## src/rtl/cmd_arb_pkg.sv

```systemverilog
// Shared definitions for the two-requester command arbiter: FSM states,
// the timeout response tag and the requester count.
package cmd_arb_pkg;

  typedef enum logic [1:0] {
    S_IDLE   = 2'd0,
    S_RD_CMD = 2'd1,
    S_EXE    = 2'd2,
    S_WR_RSP = 2'd3
  } state_e;

  localparam logic [15:0] TMO_TAG = 16'hDEAD;
  localparam int          NUM_REQ = 2;

endpackage

```

## src/rtl/cmd_arb.sv

```systemverilog
// Round-robin arbiter that hands one command at a time from two requester
// FIFOs to a shared executor and routes the response (or a timeout tag) back.
import cmd_arb_pkg::*;

module cmd_arb #(
  parameter int TIMEOUT = 1024
) (
  input  logic        clk,
  input  logic        rst_n,
  input  logic [31:0] cmd0_data,
  input  logic        cmd0_waitreq,
  output logic        cmd0_rdreq,
  input  logic [31:0] cmd1_data,
  input  logic        cmd1_waitreq,
  output logic        cmd1_rdreq,
  output logic [31:0] rsp0_data,
  output logic        rsp0_wrreq,
  input  logic        rsp0_waitreq,
  output logic [31:0] rsp1_data,
  output logic        rsp1_wrreq,
  input  logic        rsp1_waitreq,
  output logic [31:0] exe_cmd,
  output logic        exe_run,
  input  logic [31:0] exe_rsp,
  input  logic        exe_done,
  output logic        grant,
  output logic        busy,
  output logic [7:0]  tmo_cnt
);

  localparam logic [15:0] TMO_LAST = 16'(TIMEOUT - 1);

  state_e      state_q, state_d;
  logic        grant_q;
  logic        lastGrant_q;
  logic [31:0] exeCmd_q;
  logic [31:0] rsp_q;
  logic [15:0] tmr_q;
  logic [7:0]  tmoCnt_q;

  logic [NUM_REQ-1:0] pending;
  logic               pick;
  logic               tmoHit;
  logic               rspWait;

  assign pending = {~cmd1_waitreq, ~cmd0_waitreq};
  assign tmoHit  = (tmr_q == TMO_LAST);
  assign rspWait = grant_q ? rsp1_waitreq : rsp0_waitreq;

  // On a tie the requester that did not win last time goes next.
  always_comb begin
    pick = 1'b0;
    if (&pending) pick = ~lastGrant_q;
    else          pick = pending[1];
  end

  always_ff @(posedge clk or negedge rst_n) begin
    if (!rst_n) state_q <= S_IDLE;
    else        state_q <= state_d;
  end

  always_comb begin
    state_d = state_q;
    case (state_q)
      S_IDLE:   if (|pending)             state_d = S_RD_CMD;
      S_RD_CMD:                           state_d = S_EXE;
      S_EXE:    if (exe_done || tmoHit)   state_d = S_WR_RSP;
      S_WR_RSP: if (!rspWait)             state_d = S_IDLE;
      default:                            state_d = S_IDLE;
    endcase
  end

  always_comb begin
    busy       = (state_q != S_IDLE);
    exe_run    = (state_q == S_EXE);
    cmd0_rdreq = (state_q == S_RD_CMD) && !grant_q;
    cmd1_rdreq = (state_q == S_RD_CMD) &&  grant_q;
    rsp0_wrreq = (state_q == S_WR_RSP) && !grant_q && !rsp0_waitreq;
    rsp1_wrreq = (state_q == S_WR_RSP) &&  grant_q && !rsp1_waitreq;
    rsp0_data  = grant_q ? 32'h0 : rsp_q;
    rsp1_data  = grant_q ? rsp_q : 32'h0;
  end

  // Done takes priority over a timeout landing on the same cycle.
  always_ff @(posedge clk or negedge rst_n) begin
    if (!rst_n) begin
      grant_q     <= 1'b0;
      lastGrant_q <= 1'b1;
      exeCmd_q    <= '0;
      rsp_q       <= '0;
      tmr_q       <= '0;
      tmoCnt_q    <= '0;
    end else begin
      case (state_q)
        S_IDLE: begin
          if (|pending) begin
            grant_q     <= pick;
            lastGrant_q <= pick;
          end
        end
        S_RD_CMD: begin
          exeCmd_q <= grant_q ? cmd1_data : cmd0_data;
          tmr_q    <= '0;
        end
        S_EXE: begin
          if (exe_done) begin
            rsp_q <= exe_rsp;
          end else if (tmoHit) begin
            rsp_q <= {TMO_TAG, exeCmd_q[15:0]};
            if (tmoCnt_q != 8'hFF) tmoCnt_q <= tmoCnt_q + 8'd1;
          end else begin
            tmr_q <= tmr_q + 16'd1;
          end
        end
        default: ;
      endcase
    end
  end

  assign exe_cmd = exeCmd_q;
  assign grant   = grant_q;
  assign tmo_cnt = tmoCnt_q;

endmodule
```

## config.mk

```make
export PLATFORM = sky130hd
export DESIGN_NAME = cmd_arb
export DESIGN_NICKNAME = d
export VERILOG_FILES = /design/src/rtl/cmd_arb_pkg.sv /design/src/rtl/cmd_arb.sv
export SDC_FILE = /design/constraint.sdc
export NUM_CORES = 1
export LEC_CHECK = 0
export BUFFER_PORTS_ARGS = -buffer_cell sky130_fd_sc_hd__buf_2
export CAP_MARGIN = 10
export CORE_UTILIZATION = 30
export CTS_BUF_LIST = sky130_fd_sc_hd__clkbuf_8
export CTS_CLUSTER_SIZE = 8
export DETAILED_ROUTE_END_ITERATION = 10
export PLACE_DENSITY_LB_ADDON = 0.25
export SLEW_MARGIN = 10
export SYNTH_ARGS = -nofsm -noshare
export SYNTH_HDL_FRONTEND = slang
export SYNTH_SLANG_ARGS = --single-unit
```

## constraint.sdc

```tcl
create_clock -name clk -period 5.6 [get_ports clk]
set_input_delay 0.28 -clock clk [delete_from_list [all_inputs] [get_ports clk]]
set_output_delay 0.28 -clock clk [all_outputs]
set_load 0.01 [all_outputs]
```

Yosys cells after proc, flatten, opt, wreduce, memory -nomap -nowiden
Cells that the tools add are included.
{"block": "totals", "register_bits": 92, "input_bits": 103, "output_inout_bits": 111, "elab_cells": 58}
{"block": "op_classes", "add_sub_neg": 2, "eq_ne": 10, "mux": 14, "bitwise_logic": 4, "n_reduce_logical": 21}
{"operator": "2-to-1 mux 32 bit", "count": 5}
{"operator": "2-to-1 mux 16 bit", "count": 2}
{"operator": "one-hot mux 16 bit (2 select lines)", "count": 1}
{"operator": "adder 16 x 1 -> 16 bit, second input constant", "count": 1}
{"operator": "equality test 16 x 10 -> 1 bit, second input constant", "count": 1}
{"operator": "adder 8 x 1 -> 8 bit, second input constant", "count": 1}
{"operator": "inequality test 2 bit, second input constant", "count": 4}
{"operator": "inequality test 8 bit, second input constant", "count": 1}
{"operator": "one-hot mux 2 bit (4 select lines)", "count": 1}
{"operator": "logical AND 1 bit", "count": 6}
{"operator": "2-to-1 mux 2 bit", "count": 3}
{"operator": "AND reduction 2 bit", "count": 3}
{"operator": "AND reduction 3 bit", "count": 2}
{"operator": "nonzero test 2 bit", "count": 3}
{"operator": "equality test 2 bit, second input constant", "count": 2}
{"operator": "inverter 1 bit", "count": 4}
{"operator": "AND reduction 4 bit", "count": 1}
{"operator": "zero test 1 bit", "count": 3}
{"operator": "equality test 2 x 1 -> 1 bit, second input constant", "count": 1}
{"operator": "zero test 2 bit", "count": 1}
{"operator": "2-to-1 mux 1 bit", "count": 2}
{"operator": "inequality test 2 x 1 -> 1 bit, second input constant", "count": 1}
{"operator": "OR reduction 2 bit", "count": 1}
{"operator": "logical OR 1 bit", "count": 1}

Longest topological paths before layout
Gate-level depths: netlist of the first run.
{"block": "depth", "depth_word": 4, "mapped_depth": 8}

Worst setup path before layout of the first run
OpenSTA, ideal clock, no wires.
{"block": "synth_path", "kind": "flip-flop to flip-flop", "startpoint": "register tmr_q[13]", "endpoint": "register rsp_q[20]", "setup_time_ns": 0.121, "t_arrival_ns": 2.034, "required_ns": 5.479, "setup_slack_ns": 3.445, "stages_incl_launch_ff": 7, "path_cell_list": "dfrtp_1 -> or4_4 -> or4_4 -> o21ai_2 -> nand2_2 -> buf_6 -> a22o_1"}
{"block": "synth_between", "elab_chain_cells": 3}
{"element": "start, declared", "line": "cmd_arb.sv:38", "rtl": "logic [15:0] tmr_q;"}
{"element": "start signal, assigned", "line": "cmd_arb.sv:112", "rtl": "tmr_q <= tmr_q + 16'd1;"}
{"element": "equality test 16 x 10 -> 1 bit", "line": "cmd_arb.sv:47", "rtl": "assign tmoHit = (tmr_q == TMO_LAST);"}
{"element": "nonzero test 2 bit (no line)"}
{"element": "AND reduction 2 bit (no line)"}
{"element": "end signal, assigned", "line": "cmd_arb.sv:107", "rtl": "rsp_q <= exe_rsp;"}
{"element": "end signal, assigned", "line": "cmd_arb.sv:109", "rtl": "rsp_q <= {TMO_TAG, exeCmd_q[15:0]};"}
{"element": "end, declared", "line": "cmd_arb.sv:37", "rtl": "logic [31:0] rsp_q;"}
No other way between the ends.
A chain may end at the register's enable or synchronous reset.

Worst setup path after layout of the first run
{"block": "layout_path", "startpoint": "register state_q[0]", "endpoint": "register tmoCnt_q[5] (netlist: tmo_cnt[5])"}
{"block": "layout_between", "elab_chain_cells": 2}
{"element": "start, declared", "line": "cmd_arb.sv:33", "rtl": "state_e state_q, state_d;"}
{"element": "start signal, assigned", "line": "cmd_arb.sv:59", "rtl": "else state_q <= state_d;"}
{"element": "equality test 2 bit", "line": "cmd_arb.sv:94", "rtl": "case (state_q)"}
{"element": "AND reduction 4 bit (no line)"}
{"element": "end signal, assigned", "line": "cmd_arb.sv:110", "rtl": "if (tmoCnt_q != 8'hFF) tmoCnt_q <= tmoCnt_q + 8'd1;"}
{"element": "end, declared", "line": "cmd_arb.sv:39", "rtl": "logic [7:0] tmoCnt_q;"}
No other way between the ends.

==> results.py, run 1 <==
metrics = {
    "cts": {
        "numCtsBuffers": 9,
        "cts_tree": "built",
        "cts-root-buf": "clkbuf_8",
        "clk_latency_ns": 0.36,
        "cts_buffer_depth": 2,
        "post-cts-setup-buffer-count": 0,
        "cts_max_level": 3,
        "cts.sinks": 92,
        "path_clk_slew_ns": 0.08,
    },
    "sta": {
        "hold_violations": 0,
        "finalCritPeriodShare_pct": 52.0,
        "slew_headroom_pct": 44.6,
        "holdWs_ns": 0.128,
        "finalSetupTns_ns": 0,
        "fin_skew_ns": 0.00775,
        "period_needed_ns": 2.91,
        "finalMaxSlewViolations": 0,
        "final.setup.worst_slack_ns": 2.69,
        "setup_violations": 0,
        "rsz0062_at_grt": "false",
        "max_freq_mhz": 344,
        "max_slew.worst_pin.slew_ns": 0.832,
    },
    "critical_path": {
        "cp_max_fo": 22,
        "cp_cell_sequence": "inv_1 -> ha_1 -> inv_1 -> a211oi_1 -> nand3_1 -> nor3_1 -> xor2_1",
        "critPathTopFamily": "adder cells",
        "crit_path_end_kind": "flop",
        "crit_type": "flop to flop",
        "startpoint": "state_q[0]$_DFFE_PN0P_",
        "timing.critical_path.buf_inv": 2,
        "cpPeakStageDelay_ns": 0.71,
        "slowest_stage": "ha_1",
        "crit_required_ns": 5.88,
        "timing.rr.start": "state_q[0]$_DFFE_PN0P_",
        "arrival_ns": 3.19,
        "start_kind": "flop",
        "crit_top_cell": "inv_1",
    },
    "pwr": {
        "clkPwrFrac_pct": 14.3,
        "power_density_nw_per_um2": 497,
        "swShare_pct": 41.9,
        "p_seq_share_pct": 36.1,
        "power_mw": 3.13,
        "pwr-share-comb_pct": 49.6,
        "intPower_mw": 1.82,
        "leakage_nw": 3.16,
        "switchingPower_mw": 1.31,
        "peakVddDrop_mv": 0.210,
    },
    "global_route": {
        "grt_pass1_vias": 4015,
        "grt_pass1_wl_um": 20300,
        "overflow": 0,
        "antenna_found_initial": 0,
        "grt_max_degree": 83,
        "grt_use_total_pct": 15.9,
    },
    "logic_synthesis": {
        "yosys_warnings": 0,
        "syn_nets": 602,
        "synth_seq_cells": 92,
        "seq_area_frac_synth_pct": 47.6,
        "syn_area_um2": 4840,
        "yosysUniqueCellTypes": 48,
        "avgSynthCellArea_um2": 9.84,
        "synth_edf_count": 0,
        "syn_inst": 492,
        "synth_ff_type": "dfrtp_1",
        "async_flop_share_pct": 100,
    },
    "final_layout": {
        "n_antenna_cell": 0,
        "finalInstanceArea_um2": 6290,
        "register_area_um2": 2310,
        "area_growth_pct": 29.9,
        "fillCellCount": 1636,
        "multi_input_area_um2": 2380,
        "nets": 798,
        "drive_gt1_share_pct": 34.6,
    },
    "route": {
        "ant_nets": 0,
        "post_drt_via_cell_ratio": 4.74,
        "drc": 0,
        "wirelength_um": 13200,
        "drt_iter0_markers": 200,
        "post_drt_wl_per_cell_um": 14.5,
        "first_pass_iters": 4,
        "vias": 4305,
    },
    "floorplanning": {
        "initial_core_util_pct": 30.6,
        "io_pins": 214,
        "die-area_um2": 16600,
        "die_w_um": 129,
        "die_h_um": 129,
        "core_region_area_um2": 15800,
        "num_rows": 46,
    },
    "placement": {
        "port_buffers": 213,
        "place_area_um2": 6080,
        "dp_slack_ns": 2.73,
        "gp_congestion": 0.819,
        "dp_hpwl_um": 9810,
    },
    "job": {
        "drv_cap": 0,
    },
    "hold_path": {
        "hp-start": "exe_rsp[26]",
        "hp-class": "primary input to flop",
    },
    "status": {
        "status": "completed",
    },
}
## synthesized netlist by cell type (all sizes together), types with 2 or more instances
master / instances / area, µm²
dfrtp: 91 / 2280
mux2i: 51 / 510
nor2: 44 / 165
a21oi: 37 / 185
o21ai: 35 / 183
nor2b: 34 / 213
and2: 33 / 206
clkbuf: 26 / 97.6
nand2: 24 / 92.6
nand3: 13 / 65.1
o22a: 12 / 105
a22o: 8 / 70.1
buf: 7 / 37.5
ha: 7 / 87.6
inv: 7 / 26.3
nand4: 7 / 43.8
xnor2: 7 / 61.3
and3: 5 / 31.3
nor3: 4 / 20.0
nor4: 4 / 31.3
o311ai: 4 / 35.0
or4: 4 / 37.5
a211o: 3 / 26.3
xor2: 3 / 26.3
and4: 2 / 17.5
mux2: 2 / 22.5
o211a: 2 / 20.0
o211ai: 2 / 15.0
or3: 2 / 12.5
## layout by cell type (no fill, tap or decap), types with 2 or more instances in the layout
cell      count
buf_2       212
dfrtp_1      90
mux2i_1      51
nor2_1       44
a21oi_1      37
nor2b_1      34
and2_1       33
nand2_1      23
o21ai_0      17
o21ai_1      16
nand3_1      13
o22a_1       12
inv_1        11
clkbuf_8     11
a22o_1        8
nand4_1       7
xnor2_1       7
ha_1          6
and3_1        5
buf_4         5
nor3_1        4
o311ai_0      4
nor4_1        3
xor2_1        3
a211o_1       3
o211ai_1      2
or4_1         2
or4_4         2
or3_1         2
o21ai_2       2
o211a_1       2
mux2_2        2
and4_1        2
## power by group through the flow
| stage | Clock, mW | Combinational (mW) | Sequential (mW) |
|---|---|---|---|
| after floorplan | 0 | 1.00 | 1.11 |
| after global placement | 0 | 1.54 | 1.13 |
| after detailed placement | 0 | 1.57 | 1.15 |
| after CTS | 0.469 | 1.57 | 1.14 |
| after global routing | 0.495 | 1.73 | 1.17 |
| final | 0.446 | 1.55 | 1.13 |
## timing repair
| item | 4_1_cts | 5_1_grt |
|---|---|---|
| gates resized for setup | 0 | 0 |
| hold endpoints to repair | 29 | 0 |
| hold buffers | 1 | 0 |
## final cells by class
| cell class | instances | area share (%) |
|---|---|---|
| clock buffer | 11 | 2.41 |
| clock inverter | 5 | 0.716 |
| tap | 216 | 4.30 |
| sequential | 92 | 36.7 |
| multi-input combinational | 360 | 37.8 |
| timing repair buffer | 218 | 17.6 |
| inverter | 7 | 0.418 |
## per-layer routing
metal / part of all wire, % / track usage (%) / vias up
li1: - / - / 2132
met2: 49 / 26.9 / 165
met1: 44 / 19.5 / 2004
met4: 0.58 / 4.08 / 0
met5: 0 / 0 / -
met3: 6.7 / 5.20 / 4
## per-stage QoR
step           util [%]  instances
2_1_floorplan         -        492
3_3_place_gp       38.4        892
3_5_place_dp       38.4        892
4_1_cts            39.7        909
5_1_grt            39.7        909
6_report           39.7        909
## kinds of logic (layout without fill, tap and decap cells)
family	after synthesis	count (layout)	synth area share [%]
adder cells (fa/ha/maj)	7	7	1.81
multiplexers	53	53	11.0
buffers and inverters	40	241	3.33
AND/OR/NAND/NOR	180	180	20.0
AO/OA/AOI/OAI	110	110	14.4
XOR/XNOR	10	10	1.81
flip-flops	92	92	47.6
## final timing paths
path / to / slack (ns) / depth (start not counted)
max: tmo_cnt[5]$_DFFE_PN0P_ / 2.69 / 7
min: rsp_q[26]$_DFFE_PN0P_ / 0.13 / 2
max reg2reg: tmo_cnt[5]$_DFFE_PN0P_ / 2.69 / 7
min reg2reg: tmo_cnt[5]$_DFFE_PN0P_ / 0.51 / 1
max in group asynchronous: grant$_DFFE_PN0P_ / 3.99 / 3
min in group asynchronous: exe_cmd[21]$_DFFE_PN0N_ / 0.37 / 2
## sequential cells by signal (all words and copies together), names as in the netlist
| signal | flops |
|---|---|
| lastGrant_q | 1 |
| state_q | 2 |
| rsp_q | 32 |
| tmr_q | 16 |
| tmo_cnt | 8 |
| exe_cmd | 32 |
| grant | 1 |
No activity file was read; power rests on OpenSTA's default activity.
==> run 2: changes to the inputs <==
==> constraint.sdc (replaced) <==
create_clock -name clk -period 2.74 [get_ports clk]
set_input_delay 0.137 -clock clk [delete_from_list [all_inputs] [get_ports clk]]
set_output_delay 0.137 -clock clk [all_outputs]
set_load 0.01 [all_outputs]
==> results.py, run 2 (synthesized netlist as in run 1, its figures left out) <==
metrics = {
    "status": {
        "status": "completed",
    },
    "sta": {
        "finalSetupTns_ns": 0,
        "hold_violations": 0,
        "finalMaxSlewViolations": 0,
        "max_slew.worst_pin.slew_ns": 0.747,
        "max_freq_mhz": 410,
        "fin_skew_ns": 0.00556,
        "finalCritPeriodShare_pct": 89.1,
        "rsz0062_at_grt": "false",
        "holdWs_ns": 0.0393,
        "setup_violations": 0,
        "slew_headroom_pct": 50.0,
        "period_needed_ns": 2.44,
    },
    "hold_path": {
        "hp-class": "primary input to flop",
        "hold_path_end": "rsp_q[0]$_DFFE_PN0P_",
        "hp-start": "exe_rsp[0]",
        "hold_depth": 3,
    },
    "cts": {
        "cts.sinks": 92,
        "numCtsBuffers": 9,
        "clk_latency_ns": 0.37,
        "cts.repair.resized": 0,
        "post-cts-setup-buffer-count": 0,
        "cts_hold_buf": 17,
        "cts_buffer_depth": 2,
        "cts-root-buf": "clkbuf_8",
        "cts_max_level": 3,
        "cts_tree": "built",
        "path_clk_slew_ns": 0.09,
    },
    "critical_path": {
        "reg2reg_to": "rsp_q[22]$_DFFE_PN0P_",
        "cp_max_fo": 21,
        "crit_path_end_kind": "flop",
        "critPathTopFamily": "simple AND/OR/NAND/NOR gates",
        "cp_cell_sequence": "or4_4 -> or4_4 -> o21ai_2 -> nand2_2 -> a22o_1",
        "slowest_stage": "or4_4",
        "timing.critical_path.buf_inv": 0,
        "crit_type": "flop to flop",
        "reg2regPathDepth": 5,
        "crit_required_ns": 3.00,
        "arrival_ns": 2.70,
        "cpPeakStageDelay_ns": 0.57,
        "timing.rr.start": "tmr_q[13]$_DFFE_PN0P_",
        "rrSetupSlack_ns": 0.30,
        "crit_top_cell": "or4_4",
        "start_kind": "flop",
        "startpoint": "tmr_q[13]$_DFFE_PN0P_",
    },
    "route": {
        "first_pass_iters": 4,
        "wirelength_um": 14000,
        "drc": 0,
        "ant_nets": 0,
        "vias": 4380,
        "post_drt_via_cell_ratio": 4.71,
        "drt_iter0_markers": 121,
        "post_drt_wl_per_cell_um": 15.0,
    },
    "global_route": {
        "overflow": 0,
        "grt_pass1_wl_um": 21500,
        "antenna_found_initial": 0,
        "grt_use_total_pct": 17.0,
        "grt_pass1_vias": 4264,
        "grt_max_degree": 82,
    },
    "final_layout": {
        "n_antenna_cell": 0,
        "nets": 819,
        "register_area_um2": 2310,
        "finalInstanceArea_um2": 6490,
        "area_growth_pct": 34.1,
        "drive_gt1_share_pct": 34.6,
        "fillCellCount": 1587,
        "layout_commonest_cell": "buf_2",
        "final_cell_mix": "buf_2, dfrtp_1, mux2i_1",
        "multi_input_area_um2": 2380,
    },
    "pwr": {
        "power_density_nw_per_um2": 1000,
        "peakVddDrop_mv": 0.359,
        "leakage_nw": 3.25,
    },
    "floorplanning": {
        "num_rows": 46,
        "die-area_um2": 16600,
        "core_region_area_um2": 15800,
        "initial_core_util_pct": 30.6,
        "die_h_um": 129,
        "io_pins": 214,
        "die_w_um": 129,
    },
    "placement": {
        "dp_hpwl_um": 10200,
        "gp_congestion": 0.830,
        "place_area_um2": 6130,
        "port_buffers": 213,
    },
    "job": {
        "drv_cap": 0,
    },
}
run 2: cell count changes in the layout (fill, tap and decap cells not counted), sizes merged:
cell,change
inv,-2
clkinv,+2
clkbuf,-1
buf,+5
dlygate4sd3,+16
run 2: worst max-delay path by stage:
stage / to / slack (ns) / cells after the start
CTS: rsp_q[22]$_DFFE_PN0P_ / 0.27 / 5
finish: rsp_q[22]$_DFFE_PN0P_ / 0.30 / 5
global route: rsp_q[24]$_DFFE_PN0P_ / 0.18 / 5
floorplan: rsp_q[20]$_DFFE_PN0P_ / 0.59 / 6
detailed placement: rsp_q[22]$_DFFE_PN0P_ / 0.29 / 5
global placement: rsp_q[20]$_DFFE_PN0P_ / 0.38 / 5
run 2: stage by stage:
step                      util [%]  power (mW)  std cells  setup WS (ns)
final                         41.0        6.52        929          0.299
after global routing          41.0        7.10        929          0.181
after CTS                     41.0        6.63        929          0.274
after detailed placement      38.7        5.65        897          0.292
after global placement        38.7        5.54        897          0.380
after floorplan                  -        4.31        492          0.585
run 2: cell type report:
| cell class | count | share of cell area, % |
|---|---|---|
| inverter | 7 | 0.405 |
| clock buffer | 10 | 2.12 |
| clock inverter | 5 | 0.810 |
| multi-input combinational | 360 | 36.6 |
| sequential | 92 | 35.5 |
| timing repair buffer | 239 | 20.3 |
| tap | 216 | 4.16 |
run 2: tightest hold or removal path, stage by stage:
cell	delay, ns
buf_2	0.07
mux2i_1	0.06
o21ai_1	0.11
run 2: routing by layer:
metal  global-route usage, %  vias up  wire length, µm
li1                        -     2169                -
met4                    7.13        0              186
met1                    20.7     2048             6070
met2                    29.3      152             6960
met5                       0        -                0
met3                    3.39       11              759
run 2: power by group:
group	internal, mW	switching [mW]	total, mW
logic	1.45	1.81	3.26
registers	1.88	0.449	2.33
clock network	0.439	0.495	0.934
total	3.76	2.75	6.52
